### config.mk
export PLATFORM = sky130hd
export DESIGN_NAME = motor_cmd_sequencer_flat
export DESIGN_NICKNAME = d
export VERILOG_FILES = /design/src/rtl/motor_cmd_pkg.sv /design/src/rtl/motor_cmd_sequencer_if.sv /design/src/rtl/motor_cmd_guard_timer.sv /design/src/rtl/motor_cmd_sequencer.sv /design/src/flat_wrapper.sv
export SDC_FILE = /design/constraint.sdc
export NUM_CORES = 1
export LEC_CHECK = 0
export ABC_AREA = 1
export CORE_MARGIN = 1
export CORE_UTILIZATION = 45
export CTS_CLUSTER_DIAMETER = 120
export DETAILED_ROUTE_END_ITERATION = 7
export HOLD_SLACK_MARGIN = 0.08
export PLACE_DENSITY = 0.76
export SETUP_SLACK_MARGIN = 0.3
export SYNTH_ARGS = -nofsm -noshare
export SYNTH_HDL_FRONTEND = slang
export SYNTH_SLANG_ARGS = --single-unit
### constraint.sdc
create_clock -name CLK -period 6.1 [get_ports CLK]
set_input_delay 1.22 -clock CLK [delete_from_list [all_inputs] [get_ports CLK]]
set_output_delay 1.22 -clock CLK [all_outputs]
set_load 0.05 [all_outputs]
### src/rtl/motor_cmd_pkg.sv
// Shared opcodes, response words and command-word layout for the motor command sequencer.
package motor_cmd_pkg;

  localparam int WORD_W     = 16;
  localparam int OP_W       = 3;
  localparam int ARG_W      = 13;
  localparam int SEL_W      = 4;
  localparam int STAT_ENA_W = 10;
  localparam int POSRST_BIT = 4;
  localparam int VAL_BIT    = 0;

  localparam logic [OP_W-1:0] OP_SELECT   = 3'd0;
  localparam logic [OP_W-1:0] OP_DIR      = 3'd1;
  localparam logic [OP_W-1:0] OP_DIV      = 3'd2;
  localparam logic [OP_W-1:0] OP_ENA      = 3'd3;
  localparam logic [OP_W-1:0] OP_READ_HI  = 3'd4;
  localparam logic [OP_W-1:0] OP_STATUS   = 3'd5;
  localparam logic [OP_W-1:0] OP_STOP_ALL = 3'd6;
  localparam logic [OP_W-1:0] OP_RSVD     = 3'd7;

  localparam logic [WORD_W-1:0] RESP_OK   = 16'h4F4B;
  localparam logic [WORD_W-1:0] RESP_ERR  = 16'hEEEE;
  localparam logic [WORD_W-1:0] RESP_BUSY = 16'hBB00;

  typedef enum logic {
    ST_IDLE  = 1'b0,
    ST_GUARD = 1'b1
  } seq_state_t;

  typedef struct packed {
    logic [OP_W-1:0]  op;
    logic [ARG_W-1:0] arg;
  } cmd_word_t;

endpackage

### src/rtl/motor_cmd_sequencer_if.sv
// Command word in / response word out between the SSP slave and the sequencer.
interface motor_cmd_sequencer_if;
  import motor_cmd_pkg::*;

  logic              word_valid;
  logic [WORD_W-1:0] word_data;
  logic [WORD_W-1:0] resp_data;
  logic              cmd_error;

  modport master (output word_valid, word_data, input resp_data, cmd_error);
  modport slave  (input word_valid, word_data, output resp_data, cmd_error);

endinterface

### src/rtl/motor_cmd_guard_timer.sv
// Direction-change guard down-counter: start loads DIR_GUARD, abort clears it.
// mid fires on the edge the count reaches DIR_GUARD/2, done on the edge it reaches zero.
module motor_cmd_guard_timer #(
  parameter int DIR_GUARD = 16
) (
  input  logic CLK,
  input  logic reset,
  input  logic start,
  input  logic abort,
  output logic mid,
  output logic done
);

  localparam logic [7:0] LOAD    = 8'(DIR_GUARD);
  localparam logic [7:0] MID_PRE = 8'(DIR_GUARD / 2 + 1);

  logic [7:0] cnt;

  always_ff @(posedge CLK) begin
    if (reset || abort) begin
      cnt <= '0;
    end else if (start) begin
      cnt <= LOAD;
    end else if (cnt != 8'd0) begin
      cnt <= cnt - 8'd1;
    end
  end

  // Zero means idle, so both strobes look one count ahead of their target value.
  assign mid  = (cnt == MID_PRE);
  assign done = (cnt == 8'd1);

endmodule

### src/rtl/motor_cmd_sequencer.sv
// Decodes SPI command words into per-motor shadow config, commits it to the live channel
// outputs (with a timed guard when reversing a running motor) and returns one response per word.
module motor_cmd_sequencer
  import motor_cmd_pkg::*;
#(
  parameter int NUM_MOTORS = 6,
  parameter int DIV_W      = 13,
  parameter int POS_W      = 32,
  parameter int DIR_GUARD  = 16
) (
  input  logic                        CLK,
  input  logic                        reset,
  motor_cmd_sequencer_if.slave        cmd,
  input  logic [NUM_MOTORS*POS_W-1:0] cur_position,
  output logic                        busy,
  output logic                        sel_valid,
  output logic [SEL_W-1:0]            sel_motor,
  output logic [NUM_MOTORS*DIV_W-1:0] divider,
  output logic [NUM_MOTORS-1:0]       move_dir,
  output logic [NUM_MOTORS-1:0]       step_ena,
  output logic [NUM_MOTORS-1:0]       pos_reset
);

  localparam int IDX_W = (NUM_MOTORS > 1) ? $clog2(NUM_MOTORS) : 1;
  localparam logic [SEL_W-1:0] MOTOR_LIMIT = SEL_W'(NUM_MOTORS);

  seq_state_t state_q, state_d;

  logic                                 sel_valid_q, sel_valid_d;
  logic [SEL_W-1:0]                     sel_motor_q, sel_motor_d;
  logic [NUM_MOTORS-1:0]                pos_reset_q, pos_reset_d;
  logic [POS_W-1:0]                     snap_q, snap_d;
  logic [NUM_MOTORS-1:0]                sh_dir_q, sh_dir_d;
  logic [NUM_MOTORS-1:0][DIV_W-1:0]     sh_div_q, sh_div_d;
  logic [NUM_MOTORS-1:0]                dir_q, dir_d;
  logic [NUM_MOTORS-1:0][DIV_W-1:0]     div_q, div_d;
  logic [NUM_MOTORS-1:0]                ena_q, ena_d;
  logic [WORD_W-1:0]                    resp_q, resp_d;
  logic                                 err_q, err_d;

  logic [NUM_MOTORS-1:0][POS_W-1:0]     pos_arr;
  cmd_word_t                            cmd_w;
  logic [IDX_W-1:0]                     s_idx;
  logic [IDX_W-1:0]                     m_idx;
  logic                                 needs_sel;
  logic                                 tmr_start, tmr_abort, tmr_mid, tmr_done;

  assign pos_arr   = cur_position;
  assign cmd_w     = cmd_word_t'(cmd.word_data);
  assign s_idx     = sel_motor_q[IDX_W-1:0];
  assign m_idx     = cmd_w.arg[IDX_W-1:0];
  assign needs_sel = (cmd_w.op >= OP_DIR) && (cmd_w.op <= OP_READ_HI);

  motor_cmd_guard_timer #(
    .DIR_GUARD(DIR_GUARD)
  ) u_guard (
    .CLK  (CLK),
    .reset(reset),
    .start(tmr_start),
    .abort(tmr_abort),
    .mid  (tmr_mid),
    .done (tmr_done)
  );

  always_ff @(posedge CLK) begin
    if (reset) begin
      state_q     <= ST_IDLE;
      sel_valid_q <= 1'b0;
      sel_motor_q <= '0;
      pos_reset_q <= '0;
      snap_q      <= '0;
      sh_dir_q    <= '0;
      sh_div_q    <= '0;
      dir_q       <= '0;
      div_q       <= '0;
      ena_q       <= '0;
      resp_q      <= '0;
      err_q       <= 1'b0;
    end else begin
      state_q     <= state_d;
      sel_valid_q <= sel_valid_d;
      sel_motor_q <= sel_motor_d;
      pos_reset_q <= pos_reset_d;
      snap_q      <= snap_d;
      sh_dir_q    <= sh_dir_d;
      sh_div_q    <= sh_div_d;
      dir_q       <= dir_d;
      div_q       <= div_d;
      ena_q       <= ena_d;
      resp_q      <= resp_d;
      err_q       <= err_d;
    end
  end

  always_comb begin
    state_d     = state_q;
    sel_valid_d = sel_valid_q;
    sel_motor_d = sel_motor_q;
    pos_reset_d = pos_reset_q;
    snap_d      = snap_q;
    sh_dir_d    = sh_dir_q;
    sh_div_d    = sh_div_q;
    dir_d       = dir_q;
    div_d       = div_q;
    ena_d       = ena_q;
    resp_d      = resp_q;
    err_d       = 1'b0;
    tmr_start   = 1'b0;
    tmr_abort   = 1'b0;

    // Guard events land first so a word on the completing edge sees IDLE semantics.
    if (state_q == ST_GUARD) begin
      if (tmr_mid) begin
        dir_d[s_idx] = sh_dir_q[s_idx];
        div_d[s_idx] = sh_div_q[s_idx];
      end
      if (tmr_done) begin
        ena_d[s_idx] = 1'b1;
        state_d      = ST_IDLE;
      end
    end

    if (cmd.word_valid) begin
      if (state_d == ST_GUARD && cmd_w.op != OP_STATUS && cmd_w.op != OP_STOP_ALL) begin
        resp_d = RESP_BUSY;
        err_d  = 1'b1;
      end else if (needs_sel && !sel_valid_q) begin
        resp_d = RESP_ERR;
        err_d  = 1'b1;
      end else begin
        case (cmd_w.op)
          OP_SELECT: begin
            if (cmd_w.arg[SEL_W-1:0] >= MOTOR_LIMIT) begin
              resp_d = RESP_ERR;
              err_d  = 1'b1;
            end else begin
              sel_motor_d        = cmd_w.arg[SEL_W-1:0];
              sel_valid_d        = 1'b1;
              pos_reset_d[m_idx] = cmd_w.arg[POSRST_BIT];
              snap_d             = pos_arr[m_idx];
              resp_d             = pos_arr[m_idx][15:0];
            end
          end
          OP_DIR: begin
            sh_dir_d[s_idx] = cmd_w.arg[VAL_BIT];
            resp_d          = RESP_OK;
          end
          OP_DIV: begin
            if (cmd_w.arg == '0) begin
              resp_d = RESP_ERR;
              err_d  = 1'b1;
            end else begin
              sh_div_d[s_idx] = DIV_W'(cmd_w.arg);
              resp_d          = RESP_OK;
            end
          end
          OP_ENA: begin
            resp_d = RESP_OK;
            if (!cmd_w.arg[VAL_BIT]) begin
              ena_d[s_idx] = 1'b0;
            end else if (!ena_d[s_idx] || sh_dir_q[s_idx] == dir_d[s_idx]) begin
              div_d[s_idx] = sh_div_q[s_idx];
              dir_d[s_idx] = sh_dir_q[s_idx];
              ena_d[s_idx] = 1'b1;
            end else begin
              // Running motor reversing: stop stepping, swap config mid-guard, restart at end.
              ena_d[s_idx] = 1'b0;
              state_d      = ST_GUARD;
              tmr_start    = 1'b1;
            end
          end
          OP_READ_HI: begin
            resp_d = snap_q[31:16];
          end
          OP_STATUS: begin
            resp_d = {sel_motor_q, (state_d == ST_GUARD), sel_valid_q, STAT_ENA_W'(ena_d)};
          end
          OP_STOP_ALL: begin
            ena_d  = '0;
            resp_d = RESP_OK;
            if (state_d == ST_GUARD) begin
              state_d   = ST_IDLE;
              tmr_abort = 1'b1;
            end
          end
          OP_RSVD: begin
            resp_d = RESP_ERR;
            err_d  = 1'b1;
          end
        endcase
      end
    end
  end

  assign cmd.resp_data = resp_q;
  assign cmd.cmd_error = err_q;
  assign busy          = (state_q == ST_GUARD);
  assign sel_valid     = sel_valid_q;
  assign sel_motor     = sel_motor_q;
  assign divider       = div_q;
  assign move_dir      = dir_q;
  assign step_ena      = ena_q;
  assign pos_reset     = pos_reset_q;

endmodule
### src/flat_wrapper.sv
// flat-port wrapper written by rule: the top's interface ports become plain ports
module motor_cmd_sequencer_flat import motor_cmd_pkg::*;
#(
  parameter int NUM_MOTORS = 6,
  parameter int DIV_W      = 13,
  parameter int POS_W      = 32,
  parameter int DIR_GUARD  = 16
)
  (CLK, reset, cur_position, busy, sel_valid, sel_motor, divider, move_dir, step_ena, pos_reset, cmd_word_valid, cmd_word_data, cmd_resp_data, cmd_cmd_error);
  motor_cmd_sequencer_if cmd_i ();
  input  logic CLK;
  input  logic reset;
  input  logic [NUM_MOTORS*POS_W-1:0] cur_position;
  output logic busy;
  output logic sel_valid;
  output logic [SEL_W-1:0] sel_motor;
  output logic [NUM_MOTORS*DIV_W-1:0] divider;
  output logic [NUM_MOTORS-1:0] move_dir;
  output logic [NUM_MOTORS-1:0] step_ena;
  output logic [NUM_MOTORS-1:0] pos_reset;
  input wire logic [$bits(cmd_i.word_valid)-1:0] cmd_word_valid;
  input wire logic [$bits(cmd_i.word_data)-1:0] cmd_word_data;
  output wire logic [$bits(cmd_i.resp_data)-1:0] cmd_resp_data;
  output wire logic [$bits(cmd_i.cmd_error)-1:0] cmd_cmd_error;
  assign cmd_i.word_valid = cmd_word_valid;
  assign cmd_i.word_data = cmd_word_data;
  assign cmd_resp_data = cmd_i.resp_data;
  assign cmd_cmd_error = cmd_i.cmd_error;
  motor_cmd_sequencer #(.NUM_MOTORS(NUM_MOTORS), .DIV_W(DIV_W), .POS_W(POS_W), .DIR_GUARD(DIR_GUARD)) u_core (.CLK(CLK), .reset(reset), .cmd(cmd_i), .cur_position(cur_position), .busy(busy), .sel_valid(sel_valid), .sel_motor(sel_motor), .divider(divider), .move_dir(move_dir), .step_ena(step_ena), .pos_reset(pos_reset));
endmodule
==> metrics, run 1 <==
status completed; sequential area share after synthesis 0.3985; synth warn 0; Die Ht 161.2 um; Fin Clk Skew 20.67 ps; Post-Syn Instances 1688; GPL Wtd Cong 0.9556; Fill cells 2224; final setup fails 0; DRC 0; min Tclk post-route 4583 ps; Critical Path Sink Type flop; CTS Hold Bufs 0; Fin Setup TNS 0 ps; Post-DRT Antenna Nets 0; Pre-antenna DRT Iters 6; max cap viols 0; library cells used by synthesis 44; Resized cells post-CTS 0; TritonCTS buffer count 25; Seq pwr share 0.409; Power Density 243.1 nW/um2; Core Box Area 24600 um2; Congestion Overflow GR 0; Slew Limit Headroom 0.1546; Placement Rows 57; Comb pwr share 0.171; Starting Density 0.4635; Setup Buffers After CTS 0; violation count after the first detailed-route iteration 1411; vias in the first global route 12450; Cell Int Power 2736 uW; critical path required time 6490 ps; Data arrival, critical path 4980 ps; final-report hold violation count 0; Die Wd 161.2 um; Post-synth EDFFs 0; clock share of power 0.420; RSZ-0062 raised after global routing no; area growth from synthesis to layout 37.05%; DPL Wire Length 32280 um; CTS Sinks 227; top_reg_cell synth dfxtp_1; RR Endpoint u_core.divider[57]; CTS Buffer Depth 3; total track usage 0.3345; R2R Setup Slk 1810 ps; latest clock arrival within the worst-skew pair 540 ps; final std cells w/o fill 2294; TritonCTS clock tree built; net switching power 1064 uW; pin count of the biggest net entering global routing 91; Vias/cell 5.708; Seq cells post-synth 227; CP max FO 24; LEAKAGE 0.005993 uW; global-route wire length before repair 68720 um; kind of critical path input pin to flop; Final period util 0.7514; H-tree depth 1; HP Class flop to flop; worst vdd ir 0.2244 mV; Syn Area/Cell 6.756 um2; Die ar. 25980 um2; switch share 0.2800; Setup crit start cmd_word_data[15]; max-slew violations 0; vias post-DR 13100; ys async rst share 0; Post-Route WL 44960 um; depth of the worst register-to-register path 17; # IOs 330; fmax 0.2182 GHz; worst-margin pin slew 1268 ps; CTS root buffer clkbuf_16; input/output buffers 329; WL/cell 19.60 um; Post-Syn Area 11400 um2; Placed Cells 2248; CTS clock-pin slew for the worst setup and hold paths 60 ps; Setup crit end u_core.sh_div_q[11]; initial antenna violation count 2; reg-to-reg startpoint u_core.sel_motor[2]; NumNets Final 2165; share of cells above drive strength 1 0.05536; Mapped Nets 1902; CP startpoint kind input pin
kinds of logic after synthesis:
group | Yosys count | synth area share
flip-flops | 227 | 0.3985
adder cells (fa/ha/maj) | 3 | 0.003292
XOR/XNOR | 3 | 0.002304
buffers and inverters | 264 | 0.09106
AO/OA/AOI/OAI | 562 | 0.2728
AND/OR/NAND/NOR | 629 | 0.2320
per-layer routing:
metal | vias to the layer above | part of all wire | track usage
met5 | - | 0.00018 | 0
met4 | 2 | 0.051 | 0.1591
met3 | 141 | 0.077 | 0.05881
met2 | 685 | 0.48 | 0.5790
met1 | 6034 | 0.39 | 0.4006
li1 | 6233 | - | -
cell usage in the layout (no fill, tap or decap), types with 2 or more instances in the layout:
cell               n
clkbuf_8           2
nor3_1            17
ha_1               3
a31oi_1            8
clkbuf_16         25
nand3_2            6
o2111ai_1          5
buf_4             17
xor2_1             2
o22ai_1           13
clkdlybuf4s50_1  327
bufinv_16          4
o41ai_1            2
nand4_1           10
nor2_2            12
clkbuf_1           3
and3_1             4
nor2_4             5
inv_2             19
a41oi_1            8
dfxtp_1          227
a22oi_1            6
nand2_1          205
a211oi_1           6
nand3_1           72
a221oi_1          14
o221ai_1          26
clkinv_2           8
o21ai_1           37
nand2_2            5
a21oi_1          196
o21ai_0          229
nor2_1           287
o31ai_1            3
o211ai_1           5
clkinvlp_4         3
inv_1            130
clkinv_1           5
nor4_1             3
Yosys cell counts, types with 8 or more instances:
library cell / n / share of area
o22ai_1: 13 / 0.0071
o221ai_1: 26 / 0.020
clkbuf_1: 82 / 0.027
inv_1: 132 / 0.043
inv_2: 18 / 0.0059
nor3_1: 17 / 0.0075
o21ai_0: 229 / 0.10
a31oi_1: 8 / 0.0044
a21oi_1: 196 / 0.086
nor2_2: 10 / 0.0055
nand4_1: 10 / 0.0055
a221oi_1: 14 / 0.011
nand2_1: 205 / 0.067
nand3_1: 72 / 0.032
o21ai_1: 37 / 0.016
a41oi_1: 8 / 0.0061
buf_2: 14 / 0.0061
nor2_1: 289 / 0.095
dfxtp_1: 227 / 0.40
power groups by stage:
stage	Sequential, uW	Clock (uW)	Combinational, uW
finish	1550	1600	650
global placement	1580	0	631
CTS	1550	1600	642
global route	1560	1660	698
detailed placement	1590	0	638
floorplan	1640	0	292
critical path, cell delays in order:
cell and delay (ps):
clkdlybuf4s50_1 680, inv_2 110, nor2_1 180, inv_1 60, nor2_1 240, inv_2 150
nand3_1 170, nand2_1 280, nor2_2 640, nand2_1 740, o21ai_0 430, a21oi_1 70
sequential cells by signal, indices dropped and copies added (netlist names), 6 cells and up:
register	cells
u_core.move_dir	6
u_core.u_guard.cnt	8
u_core.snap_q	16
u_core.step_ena	6
u_core.pos_reset	6
u_core.sh_dir_q	6
u_core.divider	78
u_core.sh_div_q	78
u_core.cmd.resp_data	16
worst min path at each step:
stage	startpoint	endpoint	slack [ps]	depth (start not counted)
finish	u_core.sh_div_q[4]	u_core.sh_div_q[4]	450	2
detailed placement	u_core.sh_div_q[4]	u_core.sh_div_q[4]	440	2
global placement	u_core.sh_div_q[4]	u_core.sh_div_q[4]	430	2
floorplan	u_core.sh_div_q[44]	u_core.sh_div_q[44]	420	2
global route	u_core.sh_div_q[53]	u_core.sh_div_q[53]	470	2
CTS	u_core.sh_div_q[4]	u_core.sh_div_q[4]	450	2
final cells by class:
| class | count | area, um2 | share of cell area |
|---|---|---|---|
| clock buffer | 30 | 664.4 | 0.04251 |
| inverter | 155 | 583.1 | 0.03730 |
| timing repair buffer | 345 | 3406 | 0.2179 |
| multi-input combinational | 1197 | 5827 | 0.3728 |
| clock inverter | 15 | 197.7 | 0.01265 |
| antenna | 1 | 2.502 | 0.0001601 |
| sequential | 227 | 4544 | 0.2907 |
| tap | 324 | 405.4 | 0.02594 |
metrics by stage:
step / util / hold WS, ps / instance area, um2 / setup slack [ps] / total power, uW
finish: 0.6352 / 452.7 / 15630 / 1517 / 3800
global route: 0.6352 / 467.2 / 15630 / 1216 / 3919
CTS: 0.6351 / 448.9 / 15630 / 1640 / 3794
detailed placement: 0.6001 / 439.8 / 14770 / 1116 / 2224
global placement: 0.6001 / 433.8 / 14770 / 1306 / 2216
floorplan: - / 423.6 / 11400 / 2910 / 1936
No activity file was read; power rests on OpenSTA's default activity.
==> run 2, diff against run 1 <==
- CORE_UTILIZATION: 45 -> 44
- PLACE_DENSITY: 0.76 -> 0.78
- clock period: 6.1 -> 4.2 ns (I/O delays scaled with it)
==> run 2 against run 1 <==
Final cell count is 1.5% higher; clock skew is 2.5 ps higher; combinational power is 49% higher; first-iteration DRC count is 7.6% lower; die area is 2.2% higher; sequential share of layout area is 0.35 points lower; via count is 0.97% higher; core utilization is 1.0 points lower; clock power is 24% higher; register-to-register slack worse by 930 ps; clock-buffer cell count is 1 lower; non-clock buffer count is 34 higher; critical endpoint is now u_core.sh_div_q[63].
==> metrics, run 2 (synthesized netlist as in run 1, its figures left out) <==
max cap viols 0 (unchanged); clock share of power 0.382 (-0.038); Comb pwr share 0.185 (+0.014); Setup Buffers After CTS 0 (unchanged); total track usage 0.3377 (+0.003212); fmax 0.2871 GHz; RSZ-0062 raised after global routing no; share of cells above drive strength 1 0.06810 (+0.01274); GPL Wtd Cong 1.019 (+6.6%); Starting Density 0.4503 (-0.01321); pin count of the biggest net entering global routing 110 (+21%); worst-margin pin slew 1187 ps (-80.65 ps); Slew Limit Headroom 0.2084 (+0.05376); Fill cells 2325 (+4.5%); Post-DRT Antenna Nets 0 (unchanged); WL/cell 19.68 um (+0.42%); Seq pwr share 0.433 (+0.024); Fin Clk Skew 23.14 ps (+2.466 ps); global-route wire length before repair 69610 um (+1.3%); Fin Setup TNS 0 ps (unchanged); status completed; commonest non-fill, non-tap cell in the layout clkdlybuf4s50_1; Core Box Area 25330 um2 (+2.9%); initial antenna violation count 3 (+1); Die Wd 163.0 um (+1.1%); CTS root buffer clkbuf_16; CP startpoint kind input pin; Placed Cells 2288 (+1.8%); violation count after the first detailed-route iteration 1304 (-7.6%); Power Density 329.7 nW/um2 (+36%); DPL Wire Length 33950 um (+5.2%); max-slew violations 0 (unchanged); worst vdd ir 0.3043 mV (+36%); Final period util 0.8293; kind of critical path input pin to flop; switch share 0.2878 (+0.007762); area growth from synthesis to layout 38.74%; # IOs 330 (unchanged); Critical Path Sink Type flop; Pre-antenna DRT Iters 6 (unchanged); min Tclk post-route 3483 ps; Cell Int Power 3715 uW (+36%); CTS Hold Bufs 0 (unchanged); most frequent cells in the layout clkdlybuf4s50_1, nor2_1, o21ai_0, dfxtp_1, nand2_1; critical path required time 4620 ps (-1870 ps); final std cells w/o fill 2329 (+1.5%); latest clock arrival within the worst-skew pair 540 ps (about the same); CTS Sinks 227 (unchanged); TritonCTS buffer count 23 (-8.0%); H-tree depth 1 (unchanged); Die Ht 163.0 um (+1.1%); Die ar. 26570 um2 (+2.2%); design area 15820 um2 (+1.2%); Vias/cell 5.677 (-0.55%); HP Class flop to flop; Congestion Overflow GR 0 (unchanged); Resized cells post-CTS 0 (unchanged); CP max FO 20 (-17%); input/output buffers 329 (unchanged); DP Area 15100 um2 (+2.3%); final-report hold violation count 0 (unchanged); DRC 0 (unchanged); LEAKAGE 0.006116 uW (+2.1%); Post-Route WL 45840 um (+2.0%); vias post-DR 13220 (+0.97%); vias in the first global route 12640 (+1.5%); NumNets Final 2197 (+1.5%); net switching power 1501 uW (+41%); Data arrival, critical path 3910 ps (-1070 ps); Placement Rows 58 (+1.8%); final setup fails 0 (unchanged); CTS Buffer Depth 3 (unchanged); CTS clock-pin slew for the worst setup and hold paths 60 ps (about the same); TritonCTS clock tree built
==> run 2: cell count changes in the layout (fill, tap and decap cells not counted) <==
cell,delta
clkinv_2,-1
clkinv_4,+1
buf_4,+28
clkinvlp_4,-2
clkbuf_1,+1
buf_12,+6
clkbuf_16,-2
diode_2,+1
bufinv_16,-3
==> run 2: critical path, cell delays in order <==
cell             delay (ps)
clkdlybuf4s50_1         660
nor2_2                  110
inv_2                   130
a21oi_1                  70
inv_1                   110
nor2_1                   80
inv_2                   110
nand2_1                  90
inv_2                    60
nand2_1                  70
nor2_2                  640
nand2_1                 400
buf_12                  270
o21ai_0                 170
a21oi_1                  60
==> run 2: power groups by stage <==
stage	Clock [uW]	Sequential, uW	Combinational, uW
6_report	1990	2260	967
5_1_grt	2080	2260	1040
4_1_cts	1990	2260	957
3_5_place_dp	0	2300	951
3_3_place_gp	0	2300	937
2_1_floorplan	0	2390	424
==> run 2: metrics by stage <==
step	power (uW)	worst slack [ps]	hold WS [ps]	util
after floorplan	2812	1390	423.6	-
after global placement	3238	387.3	432.3	0.5963
after detailed placement	3255	259.6	439.2	0.5963
after CTS	5207	806.2	453.8	0.6245
after global routing	5391	401.5	465.2	0.6247
final	5217	716.8	449.8	0.6247
==> run 2: metal layers <==
metal	wire [um]	GRT usage
met1	17650	0.4016
met2	22370	0.5853
met3	3529	0.05730
met4	2283	0.1661
met5	13	0
==> run 2: layout make-up <==
cell class	count	area (um2)	share of cell area
clock buffer	29	618.1	0.03906
clock inverter	10	96.34	0.006089
inverter	155	583.1	0.03685
antenna	2	5.005	0.0003163
timing repair buffer	379	3736	0.2361
sequential	227	4544	0.2872
tap	330	412.9	0.02610
multi-input combinational	1197	5827	0.3683
==> run 2: path summary, 6_finish.rpt <==
path	from	to	slack, ps	cells after the start
hold / removal	u_core.sh_div_q[61]	u_core.sh_div_q[61]	450	2
setup / recovery	cmd_word_data[13]	u_core.sh_div_q[63]	720	15
hold reg to reg	u_core.sh_div_q[61]	u_core.sh_div_q[61]	450	2
setup reg to reg	u_core.sel_motor[0]	u_core.divider[74]	880	15
==> run 3, diff against run 2 <==
- clock period: 4.2 -> 2.8 ns (I/O delays scaled with it)
==> run 3 against run 2 <==
Clock skew shrank 4.7 ps; combinational power grew 73%; worst hold slack lost 3.6 ps; critical endpoint is now u_core.divider[53]; sequential power grew 50%; total power grew 59%; register-to-register slack lost 650 ps.
==> metrics, run 3 (synthesized netlist as in run 1, its figures left out) <==
status completed; Data arrival, critical path 2970 ps (-940 ps); HP Class flop to flop; GPL Wtd Cong 0.9762 (-4.2%); max incr delay on CP 390 ps (-270 ps); CTS root buffer clkbuf_16; max cap viols 0 (unchanged); CP startpoint kind flop; Die Ht 163.0 um (unchanged); most frequent cells in the layout clkdlybuf4s50_1, nor2_1, dfxtp_1, o21ai_0, a21oi_1; Die Wd 163.0 um (unchanged); crit path buf inv count 5 (-1); DPL Wire Length 35400 um (+4.2%); Placement Rows 58 (unchanged); global-route wire length before repair 71240 um (+2.3%); fmax 0.3890 GHz; Vias/cell 5.672 (about the same); PnR worst setup slack 229.3 ps (-487.5 ps); final-report hold violation count 0 (unchanged); commonest non-fill, non-tap cell in the layout clkdlybuf4s50_1; H-tree depth 1 (unchanged); total track usage 0.3437 (+0.005976); NumNets Final 2323 (+5.7%); final core occ 0.6790 (+0.05424); final setup fails 0 (unchanged); Die ar. 26570 um2 (unchanged); latest clock arrival within the worst-skew pair 530 ps (about the same); WL/cell 19.35 um (-1.7%); initial antenna violation count 2 (-1); Core Box Area 25330 um2 (unchanged); final std cells w/o fill 2457 (+5.5%); worst-margin pin slew 717.5 ps (-469.9 ps); violation count after the first detailed-route iteration 1602 (+23%); # IOs 330 (unchanged); Congestion Overflow GR 0 (unchanged); Fin Setup TNS 0 ps (unchanged); TritonCTS clock tree built; vias in the first global route 12920 (+2.2%); Critical Path Sink Type flop; vias post-DR 13940 (+5.4%); cell breakdown of the critical path inv_1 > nor2_1 > inv_1 > nor2_4 > buf_4 > nand2_2 > nand2_2 > nand3_1 > nand2_1 > nor2_2 > nand2_1 > nand2_2 > nand3_4 > buf_6 > nand3_2 > buf_6 > a21oi_1 > nor2_1; max-slew violations 0 (unchanged); CTS Sinks 227 (unchanged); DP Area 15930 um2 (+5.5%); LEAKAGE 0.006855 uW (+12%); pin count of the biggest net entering global routing 80 (-27%); CTS clock-pin slew for the worst setup and hold paths 60 ps (about the same); Final period util 0.9181; Critical-path top delay cell dfxtp_1; CTS Buffer Depth 3 (unchanged); Post-Route WL 47550 um (+3.7%); crit-path most repeated cell nand2_2; Pre-antenna DRT Iters 6 (unchanged); TritonCTS buffer count 24 (+4.3%); input/output buffers 329 (unchanged); worst vdd ir 0.5640 mV (+85%); RSZ-0062 raised after global routing yes; DRC 0 (unchanged); area growth from synthesis to layout 50.78%; design area 17200 um2 (+8.7%); kind of cell adding the most delay to the critical path simple AND/OR/NAND/NOR gates; Starting Density 0.4503 (unchanged); Fin Clk Skew 18.42 ps (-4.720 ps); Post-DRT Antenna Nets 0 (unchanged); Slew Limit Headroom 0.5217 (+0.3133); share of cells above drive strength 1 0.1525 (+0.08437); kind of critical path flop to flop; CP max FO 11 (-45%); Power Density 481.5 nW/um2 (+46%); Placed Cells 2393 (+4.6%); pre-CTS WS -234.9 ps (-494.5 ps); critical path required time 3200 ps (-1420 ps); min Tclk post-route 2571 ps
## run 3: cell types whose count changed in the layout (fill, tap and decap cells not counted), sizes merged
cell / previous run / this run
inv: 150 / 151
clkinv: 13 / 9
buf: 52 / 177
clkbuf: 29 / 33
clkinvlp: 1 / 3
## run 3: area by class of cell
type,instances,area [um2]
flip-flops and latches,227,4562
clock inverters,9,96.34
repair buffers,504,4718
inverters,155,613.1
clock buffers,33,704.4
diodes,2,5.005
fillers,2139,8130
well taps,330,412.9
multi-input cells,1197,6085
## run 3: worst register-to-register path, cell delays in order, from the launching register on
cell     delay (ps)
dfxtp_1         390
inv_1            60
nor2_1          150
inv_1           100
nor2_4          210
buf_4           170
nand2_2          80
nand2_2          70
nand3_1          70
nand2_1         110
nor2_2           50
nand2_1          70
nand2_2          60
nand3_4         100
buf_6           160
nand3_2         160
buf_6           210
a21oi_1         160
nor2_1           80
## run 3: stage by stage
step                hold WS (ps)  power (uW)
CTS                        446.4        8176
finish                     446.1        8280
global route               470.8        8534
global placement           432.1        4966
floorplan                  423.6        4221
detailed placement         436.2        4996
## run 3: what timing repair did
| action | 4_1_cts | 5_1_grt |
|---|---|---|
| hold buffers | 0 | 0 |
| pin swaps | 1 | 11 |
| gates resized for setup | 17 | 100 |
| setup endpoints to repair | 92 | 200 |
| setup buffers | 1 | 19 |
## run 3: worst paths after layout
path                                             from                  to  slack [ps]  cells after the start
worst max register to register  u_core.u_guard.cnt[3]  u_core.divider[53]         230                     18
worst min register to register     u_core.sh_div_q[8]  u_core.sh_div_q[8]         450                      2
worst min-delay path               u_core.sh_div_q[8]  u_core.sh_div_q[8]         450                      2
worst max-delay path            u_core.u_guard.cnt[3]  u_core.divider[53]         230                     18
## run 3: per-layer routing
layer	GRT usage	up-vias	share of wire
met5	0	-	0
met4	0.1733	0	0.054
met3	0.06137	147	0.087
met2	0.5832	782	0.48
met1	0.4155	6443	0.38
li1	-	6564	-
## run 3: report_power, final
| part | total (uW) | switching (uW) | leakage, uW | internal, uW |
|---|---|---|---|---|
| clock | 3210 | 1350 | 0.000392 | 1860 |
| combinational | 1670 | 940 | 0.00462 | 732 |
| sequential | 3400 | 80.2 | 0.00184 | 3320 |
